**config.mk**
```make
export PLATFORM = sky130hd
export DESIGN_NAME = ahb_mtimer_multi
export DESIGN_NICKNAME = d
export VERILOG_FILES = /design/src/rtl/mtimer_pkg.sv /design/src/rtl/mtimer_cmp.sv /design/src/rtl/ahb_mtimer_multi.sv
export SDC_FILE = /design/constraint.sdc
export NUM_CORES = 1
export LEC_CHECK = 0
export BUFFER_PORTS_ARGS = -buffer_cell sky130_fd_sc_hd__buf_2
export CAP_MARGIN = 20
export CELL_PAD_IN_SITES_DETAIL_PLACEMENT = 1
export CELL_PAD_IN_SITES_GLOBAL_PLACEMENT = 2
export CORE_MARGIN = 2
export CORE_UTILIZATION = 35
export CTS_CLUSTER_SIZE = 8
export DETAILED_ROUTE_END_ITERATION = 8
export PLACE_DENSITY = 0.86
export SLEW_MARGIN = 20
export SYNTH_ARGS = -nofsm -noshare
export SYNTH_HDL_FRONTEND = slang
export SYNTH_HIERARCHICAL = 1
export SYNTH_SLANG_ARGS = --single-unit
```
**constraint.sdc**
```tcl
create_clock -name s_clk_i -period 4 [get_ports s_clk_i]
set_input_delay 0.8 -clock s_clk_i [delete_from_list [all_inputs] [get_ports s_clk_i]]
set_output_delay 0.8 -clock s_clk_i [all_outputs]
set_load 0.005 [all_outputs]
```
**src/rtl/mtimer_pkg.sv**
```systemverilog
// Shared definitions for the AHB-Lite machine timer: transfer encodings, register
// map, CTRL fields and the lane/parity/checksum helpers used by the slave port.
package mtimer_pkg;

    typedef enum logic [1:0] {
        HTRANS_IDLE   = 2'b00,
        HTRANS_BUSY   = 2'b01,
        HTRANS_NONSEQ = 2'b10,
        HTRANS_SEQ    = 2'b11
    } htrans_e;

    typedef enum logic [1:0] {
        RSP_OKAY = 2'd0,
        RSP_ERR1 = 2'd1,
        RSP_ERR2 = 2'd2
    } rsp_state_e;

    // Word indices (offset >> 2); MTIMECMP[h] occupies words 4+2h and 5+2h.
    localparam int WORD_MTIME_LO = 0;
    localparam int WORD_MTIME_HI = 1;
    localparam int WORD_CTRL     = 2;
    localparam int WORD_RSVD     = 3;
    localparam int WORD_CMP_BASE = 4;

    localparam int CTRL_EN_BIT  = 0;
    localparam int CTRL_DIV_LSB = 8;

    function automatic logic [3:0] byte_enables(input logic [1:0] addr, input logic [1:0] size);
        case (size)
            2'd0:    return 4'b0001 << addr;
            2'd1:    return addr[1] ? 4'b1100 : 4'b0011;
            default: return 4'b1111;
        endcase
    endfunction

    function automatic logic [31:0] merge_bytes(input logic [31:0] old_val,
                                                input logic [31:0] wdata,
                                                input logic [3:0]  be);
        logic [31:0] res;
        res = old_val;
        for (int b = 0; b < 4; b++) begin
            if (be[b]) res[8*b +: 8] = wdata[8*b +: 8];
        end
        return res;
    endfunction

    // Hamming-style SEC code over 32 bits plus an overall parity bit.
    function automatic logic [6:0] edac_checksum(input logic [31:0] data);
        logic [6:0] c;
        int         pos;
        c   = '0;
        pos = 2;
        for (int j = 0; j < 32; j++) begin
            pos++;
            if ((pos & (pos - 1)) == 0) pos++;
            for (int i = 0; i < 6; i++) begin
                if (pos[i]) c[i] = c[i] ^ data[j];
            end
        end
        c[6] = ^{data, c[5:0]};
        return c;
    endfunction

    function automatic logic [5:0] ahb_parity(input logic [31:0] haddr,
                                              input logic [1:0]  htrans,
                                              input logic        hwrite,
                                              input logic [2:0]  hsize,
                                              input logic [2:0]  hburst,
                                              input logic [3:0]  hprot,
                                              input logic        hmastlock);
        logic [5:0] p;
        p[0] = ^haddr[7:0];
        p[1] = ^haddr[15:8];
        p[2] = ^haddr[23:16];
        p[3] = ^haddr[31:24];
        p[4] = ^{htrans, hwrite, hsize};
        p[5] = ^{hburst, hprot, hmastlock};
        return p;
    endfunction

endpackage

```
**src/rtl/mtimer_cmp.sv**
```systemverilog
// One 64-bit MTIMECMP register with byte-lane writes and a registered
// MTIME >= MTIMECMP compare driving that hart's timer interrupt.
module mtimer_cmp
    import mtimer_pkg::*;
(
    input  logic        clk,
    input  logic        srst,
    input  logic [3:0]  be_lo,
    input  logic [3:0]  be_hi,
    input  logic [31:0] wdata,
    input  logic [63:0] mtime,
    output logic [63:0] cmp,
    output logic        mtip
);

    logic [63:0] cmp_reg;
    logic        mtip_reg;

    always_ff @(posedge clk) begin
        if (srst) begin
            cmp_reg  <= '1;
            mtip_reg <= 1'b0;
        end else begin
            if (|be_lo) cmp_reg[31:0]  <= merge_bytes(cmp_reg[31:0], wdata, be_lo);
            if (|be_hi) cmp_reg[63:32] <= merge_bytes(cmp_reg[63:32], wdata, be_hi);
            mtip_reg <= (mtime >= cmp_reg);
        end
    end

    assign cmp  = cmp_reg;
    assign mtip = mtip_reg;

endmodule

```
**src/rtl/ahb_mtimer_multi.sv**
```systemverilog
// ACLINT-style machine timer (shared prescaled MTIME, N_HARTS MTIMECMP) behind an
// AHB-Lite slave. Define AHB_MTIMER_IFP_EN to add address parity and data checksums.
module ahb_mtimer_multi
    import mtimer_pkg::*;
#(
    parameter int N_HARTS   = 1,
    parameter int PRESC_W   = 8,
    parameter int PRESC_RST = 0
) (
    input  logic               s_clk_i,
    input  logic               s_reset_i,
    input  logic [31:0]        s_haddr_i,
    input  logic [31:0]        s_hwdata_i,
    input  logic [2:0]         s_hburst_i,
    input  logic               s_hmastlock_i,
    input  logic [3:0]         s_hprot_i,
    input  logic [2:0]         s_hsize_i,
    input  logic [1:0]         s_htrans_i,
    input  logic               s_hwrite_i,
    input  logic               s_hsel_i,
`ifdef AHB_MTIMER_IFP_EN
    input  logic [5:0]         s_hparity_i,
    input  logic [6:0]         s_hwchecksum_i,
    output logic [6:0]         s_hrchecksum_o,
`endif
    output logic [31:0]        s_hrdata_o,
    output logic               s_hready_o,
    output logic               s_hresp_o,
    output logic [N_HARTS-1:0] s_mtip_o
);

    localparam int N_BYTES = 16 + 8 * N_HARTS;
    localparam int AW      = $clog2(N_BYTES);
    localparam int WW      = AW - 2;
    localparam logic [AW:0] ADDR_LIMIT = (AW + 1)'(N_BYTES);

    rsp_state_e           rsp_state_reg;
    logic                 hready_reg, hresp_reg;
    logic                 dp_valid_reg, dp_write_reg;
    logic [AW-1:0]        dp_addr_reg;
    logic [1:0]           dp_size_reg;
    logic [63:0]          mtime_reg, mtime_next, mtime_inc;
    logic                 en_reg;
    logic [PRESC_W-1:0]   div_reg, presc_cnt_reg;
    logic [63:0]          cmp_val [N_HARTS];
    logic [31:0]          rdata_next, ctrl_word, ctrl_new;
    logic                 unused_bits;

    // ---------------- address phase ----------------
    logic          addr_sel, addr_err, par_err;
    logic [AW-1:0] offset;

    assign offset   = s_haddr_i[AW-1:0];
    assign addr_sel = s_hsel_i && hready_reg &&
                      (s_htrans_i == HTRANS_NONSEQ || s_htrans_i == HTRANS_SEQ);
`ifdef AHB_MTIMER_IFP_EN
    assign par_err  = ahb_parity(s_haddr_i, s_htrans_i, s_hwrite_i, s_hsize_i,
                                 s_hburst_i, s_hprot_i, s_hmastlock_i) != s_hparity_i;
`else
    assign par_err  = 1'b0;
`endif
    assign addr_err = ({1'b0, offset} >= ADDR_LIMIT) || (s_hsize_i > 3'd2) ||
                      (s_hsize_i == 3'd1 && s_haddr_i[0]) ||
                      (s_hsize_i == 3'd2 && |s_haddr_i[1:0]) || par_err;

    assign unused_bits = ^{s_hburst_i, s_hmastlock_i, s_hprot_i, s_haddr_i[31:AW]};

    always_ff @(posedge s_clk_i) begin
        if (s_reset_i) begin
            rsp_state_reg <= RSP_OKAY;
            hready_reg    <= 1'b1;
            hresp_reg     <= 1'b0;
            dp_valid_reg  <= 1'b0;
            dp_write_reg  <= 1'b0;
            dp_addr_reg   <= '0;
            dp_size_reg   <= '0;
        end else begin
            dp_valid_reg <= 1'b0;
            if (rsp_state_reg == RSP_ERR1) begin
                rsp_state_reg <= RSP_ERR2;
                hready_reg    <= 1'b1;
                hresp_reg     <= 1'b1;
            end else if (addr_sel && addr_err) begin
                rsp_state_reg <= RSP_ERR1;
                hready_reg    <= 1'b0;
                hresp_reg     <= 1'b1;
            end else begin
                rsp_state_reg <= RSP_OKAY;
                hready_reg    <= 1'b1;
                hresp_reg     <= 1'b0;
                if (addr_sel) begin
                    dp_valid_reg <= 1'b1;
                    dp_write_reg <= s_hwrite_i;
                    dp_addr_reg  <= offset;
                    dp_size_reg  <= s_hsize_i[1:0];
                end
            end
        end
    end

    // ---------------- data phase ----------------
    logic [WW-1:0] dp_word;
    logic [3:0]    wr_be;
    logic          wr_en, wchk_ok, wr_mtime_lo, wr_mtime_hi, wr_ctrl;

    assign dp_word = dp_addr_reg[AW-1:2];
    assign wr_be   = byte_enables(dp_addr_reg[1:0], dp_size_reg);
`ifdef AHB_MTIMER_IFP_EN
    assign wchk_ok = edac_checksum(s_hwdata_i) == s_hwchecksum_i;
`else
    assign wchk_ok = 1'b1;
`endif
    assign wr_en       = dp_valid_reg && dp_write_reg && wchk_ok;
    assign wr_mtime_lo = wr_en && dp_word == WW'(WORD_MTIME_LO);
    assign wr_mtime_hi = wr_en && dp_word == WW'(WORD_MTIME_HI);
    assign wr_ctrl     = wr_en && dp_word == WW'(WORD_CTRL);

    // ---------------- prescaler and MTIME ----------------
    logic tick;
    assign tick      = en_reg && (presc_cnt_reg == div_reg);
    assign ctrl_word = {{(24 - PRESC_W){1'b0}}, div_reg, 7'd0, en_reg};
    assign ctrl_new  = merge_bytes(ctrl_word, s_hwdata_i, wr_be);

    // The increment is applied first so a carry reaches an unwritten word.
    always_comb begin
        mtime_inc  = mtime_reg + {63'd0, tick};
        mtime_next = mtime_inc;
        if (wr_mtime_lo) mtime_next[31:0]  = merge_bytes(mtime_inc[31:0], s_hwdata_i, wr_be);
        if (wr_mtime_hi) mtime_next[63:32] = merge_bytes(mtime_inc[63:32], s_hwdata_i, wr_be);
    end

    always_ff @(posedge s_clk_i) begin
        if (s_reset_i) begin
            mtime_reg     <= '0;
            en_reg        <= 1'b1;
            div_reg       <= PRESC_W'(PRESC_RST);
            presc_cnt_reg <= '0;
        end else begin
            mtime_reg <= mtime_next;
            if (wr_ctrl) begin
                en_reg        <= ctrl_new[CTRL_EN_BIT];
                div_reg       <= ctrl_new[CTRL_DIV_LSB +: PRESC_W];
                presc_cnt_reg <= '0;
            end else if (tick) begin
                presc_cnt_reg <= '0;
            end else if (en_reg) begin
                presc_cnt_reg <= presc_cnt_reg + PRESC_W'(1);
            end
        end
    end

    // ---------------- per-hart compare ----------------
    for (genvar gi = 0; gi < N_HARTS; gi++) begin : g_cmp
        logic [3:0] be_lo, be_hi;
        assign be_lo = (wr_en && dp_word == WW'(WORD_CMP_BASE + 2 * gi))     ? wr_be : 4'b0;
        assign be_hi = (wr_en && dp_word == WW'(WORD_CMP_BASE + 2 * gi + 1)) ? wr_be : 4'b0;

        mtimer_cmp u_cmp (
            .clk   (s_clk_i),
            .srst  (s_reset_i),
            .be_lo (be_lo),
            .be_hi (be_hi),
            .wdata (s_hwdata_i),
            .mtime (mtime_reg),
            .cmp   (cmp_val[gi]),
            .mtip  (s_mtip_o[gi])
        );
    end

    // ---------------- read mux ----------------
    always_comb begin
        rdata_next = '0;
        if (dp_valid_reg && !dp_write_reg) begin
            if (dp_word == WW'(WORD_MTIME_LO)) rdata_next = mtime_reg[31:0];
            if (dp_word == WW'(WORD_MTIME_HI)) rdata_next = mtime_reg[63:32];
            if (dp_word == WW'(WORD_CTRL))     rdata_next = ctrl_word;
            for (int h = 0; h < N_HARTS; h++) begin
                if (dp_word == WW'(WORD_CMP_BASE + 2 * h))     rdata_next = cmp_val[h][31:0];
                if (dp_word == WW'(WORD_CMP_BASE + 2 * h + 1)) rdata_next = cmp_val[h][63:32];
            end
        end
    end

    assign s_hrdata_o = rdata_next;
    assign s_hready_o = hready_reg;
    assign s_hresp_o  = hresp_reg;
`ifdef AHB_MTIMER_IFP_EN
    assign s_hrchecksum_o = edac_checksum(rdata_next);
`endif

endmodule

```
==> out/results.tsv <==
stage	metric	value	unit
timing	finClkSkew	0.0110	ns
power_and_ir_drop	pwr-share-comb	6.2	%
synth	synth_cell_type_count	58	
worst_setup_path	r2r_cells	13	
worst_hold_path	min-delay-path-class	reg2reg	
drt	post_drt_wl_per_cell	20.3	um
synth	synth_warnings	6	
die	io_pins	116	
worst_setup_path	crit_path_start_kind	register	
synth	syn_avg_cell_area	8.02	um2
cts	cts_buffers	17	
place	gp_congestion	0.867	
power_and_ir_drop	p_leak	4.79	nW
die	dieHeight	170	um
power_and_ir_drop	power	3.48	mW
timing	fmax	289	MHz
power_and_ir_drop	pwr-share-clk	47.4	%
worst_setup_path	cp-endpoint	s_hrdata_o[8]	
layout	drive_gt1_share	15.1	%
drt	drc_errors	0	
drt	vias_per_cell	5.65	
power_and_ir_drop	p_seq_share	46.4	%
synth	async_reset_ff_share	0	%
synth	synthCells	1205	
layout	seq_area	3180	um2
cts	cts_buffer_depth	2	
timing	fin_crit_sh	86.5	%
synth	synth_edf_count	0	
grt	grt_pass1_wl	52200	um
synth	ys_seq_area_share	32.9	%
cts	clock-sinks	159	
worst_setup_path	setup.worst_path.class	reg2out	
cts	ctsResizeCount	0	
worst_setup_path	cp.arrival	2.66	ns
cts	clk_latency	0.44	ns
cts	cts_tree	built	
cts	cts_max_level	4	
timing	hold_viol_final	0	
grt	grt.total_usage	23.0	%
synth	yosysTopAreaCellShare	32.9	%
worst_setup_path	required	3.20	ns
die	die_w	170	um
drt	vias	9109	
timing	slew_headroom	27.3	%
power_and_ir_drop	switching_share	25.7	%
worst_setup_path	critPathCaptureType	output port	
job	drv_cap	0	
die	fp-row-count	60	
layout	synthToLayoutAreaGrowth	13.2	%
grt	grt_pass1_vias	9262	
timing	setup_viol	0	
layout	utilization	40.5	%
cts	path_clk_slew	0.07	ns
die	design.core.area	27000	um2
layout	multi_input_area	5900	um2
die	die-area	29000	um2
power_and_ir_drop	p_per_area	318	nW/um2
drt	detail_route.first_pass.iterations	5	
timing	hold_slack	0.489	ns
layout	nFillCells	3272	
grt	antenna_found_initial	1	
cts	cts_hold_repair.buffers	0	
timing	drv_slew	0	
place	portBuffers	79	
worst_setup_path	cp_max_fo	41	
cts	clockRootBuffer	clkbuf_16	
timing	worst_pin_slew	1.09	ns
drt	drt-initial-drc-count	526	
synth	synth_area_leader_cell	dfxtp_1	
die	initial_core_util	35.8	%
timing	min_period	3.46	ns
drt	ant_nets	0	
place	dpl.hpwl	24100	um
synth	ys_ff_latch	159	
synth	synth_nets	1353	
grt	grt_max_degree	64	
power_and_ir_drop	p_int	2.59	mW
worst_setup_path	crit_start	dp_addr_reg[4]	
timing	setup_tns	0	ns
worst_setup_path	r2r_slack	0.59	ns
power_and_ir_drop	ir_worst_vdd	0.000206	V
grt	overflow	0	
power_and_ir_drop	netSwitchingPower	894	uW
synth	synth.area.top_cells	dfxtp_1, ha_1, nor2_1, o211ai_1, nand2_1	
run_status	status	finished clean	
worst_setup_path	reg2reg_to	mtime_reg[54]	
synth	synth_ff_type	dfxtp_1	
worst_setup_path	reg2reg_from	presc_cnt_reg[2]	
layout	nets	1404	
cts	cts_setup_buffers	0	
timing	rsz0062_at_grt	false	
synth	netlist_area	9670	um2
drt	wl	32700	um
[worst min-delay path by stage]
stage	from	end	slack (ns)	cells past startpoint
after floorplan	div_reg[1]	div_reg[1]	0.46	2
after global placement	div_reg[1]	div_reg[1]	0.48	2
after detailed placement	div_reg[1]	div_reg[1]	0.48	2
after CTS	div_reg[1]	div_reg[1]	0.49	2
after global routing	div_reg[7]	div_reg[7]	0.51	2
final	div_reg[1]	div_reg[1]	0.49	2
[synthesized netlist by cell type (2+ instances only)]
cell type / instances
nor3_1: 13
nor4_4: 2
buf_2: 2
or3_1: 4
inv_1: 73
xor2_1: 45
nor2_1: 151
o21ai_1: 4
ha_1: 67
dfxtp_1: 159
o22ai_1: 32
or2_2: 4
a21oi_1: 44
mux2_2: 29
o21ai_0: 52
a21boi_0: 2
a211oi_1: 59
nand2b_1: 5
xnor2_1: 28
and4_2: 4
buf_1: 5
nand4_2: 3
nor4_1: 14
nand2_1: 121
nand4_1: 36
and2_1: 3
nand3_1: 41
nor3_2: 4
a311oi_1: 3
nor2b_1: 8
mux2i_1: 12
and4_1: 3
a31oi_1: 3
and3_1: 17
o211ai_1: 64
a21o_1: 4
or4_1: 2
clkbuf_8: 2
clkbuf_1: 62
[cells in the final DEF (no fill, tap or decap), drive strengths merged, types with 2 or more instances in the layout]
master	netlist	final
mux2	29	29
a2111oi	2	2
xnor2	28	28
and2	3	3
o21ai	56	56
or4	3	3
and3	17	17
a211oi	60	60
a31oi	3	3
ha	67	67
and4	7	7
or2	4	4
nand2	121	121
clkinv	0	4
a21oi	45	45
nand3	41	41
o211ai	64	64
nor3	17	17
nor2b	8	8
or3	5	5
a21boi	2	2
nor4	16	16
dfxtp	159	159
mux2i	12	12
buf	7	104
clkinvlp	0	3
o22ai	32	32
a21o	4	4
a311oi	3	3
nand2b	5	5
nor2	151	151
xor2	45	45
clkbuf	64	22
inv	73	75
nand4	39	39
[per-stage QoR]
step | std cells | worst slack (ns) | instance area, um2
6_report | 1611 | 0.539 | 10900
5_1_grt | 1610 | 0.338 | 10900
4_1_cts | 1610 | 0.513 | 10900
3_5_place_dp | 1578 | 0.555 | 10400
3_3_place_gp | 1578 | 0.731 | 10400
2_1_floorplan | 1205 | 1.08 | 9670
[layout make-up]
cell class | instances | area share (%)
diodes | 1 | 0.0229
well taps | 341 | 3.90
clock inverters | 10 | 0.960
clock buffers | 22 | 4.33
flip-flops and latches | 159 | 29.1
multi-input cells | 901 | 53.9
inverters | 73 | 2.50
repair buffers | 104 | 5.33
[critical path: stages (launching register included)]
cell and delay (ns):
dfxtp_2 1.05, nand2b_1 0.24, buf_4 0.28, o22ai_1 0.15
nor2_1 0.16, a21oi_1 0.05, nor2_1 0.14, buf_2 0.13
[per-layer routing]
layer / global-route usage, % / vias to the layer above / routed length, um
met3: 3.05 / 20 / 1020
met4: 4.79 / 0 / 339
met2: 38.0 / 135 / 15200
li1: - / 4415 / -
met1: 32.0 / 4539 / 16100
met5: 0 / - / 0
[logic make-up after synthesis]
logic type / count (synthesis) / share of synthesized area [%]
multiplexers: 41 / 4.62
flip-flops: 159 / 32.9
XOR/XNOR: 73 / 6.61
adder cells (fa/ha/maj): 67 / 8.67
buffers and inverters: 145 / 6.16
AO/OA/AOI/OAI: 278 / 19.0
AND/OR/NAND/NOR: 442 / 22.1
[power by group through the flow]
stage | combinational, mW | sequential (mW) | clock [mW]
2_1_floorplan | 0.135 | 1.64 | 0
4_1_cts | 0.217 | 1.62 | 1.66
3_5_place_dp | 0.216 | 1.65 | 0
6_report | 0.215 | 1.62 | 1.65
3_3_place_gp | 0.212 | 1.65 | 0
5_1_grt | 0.238 | 1.62 | 1.73
Power figures use the tool's default switching activity.
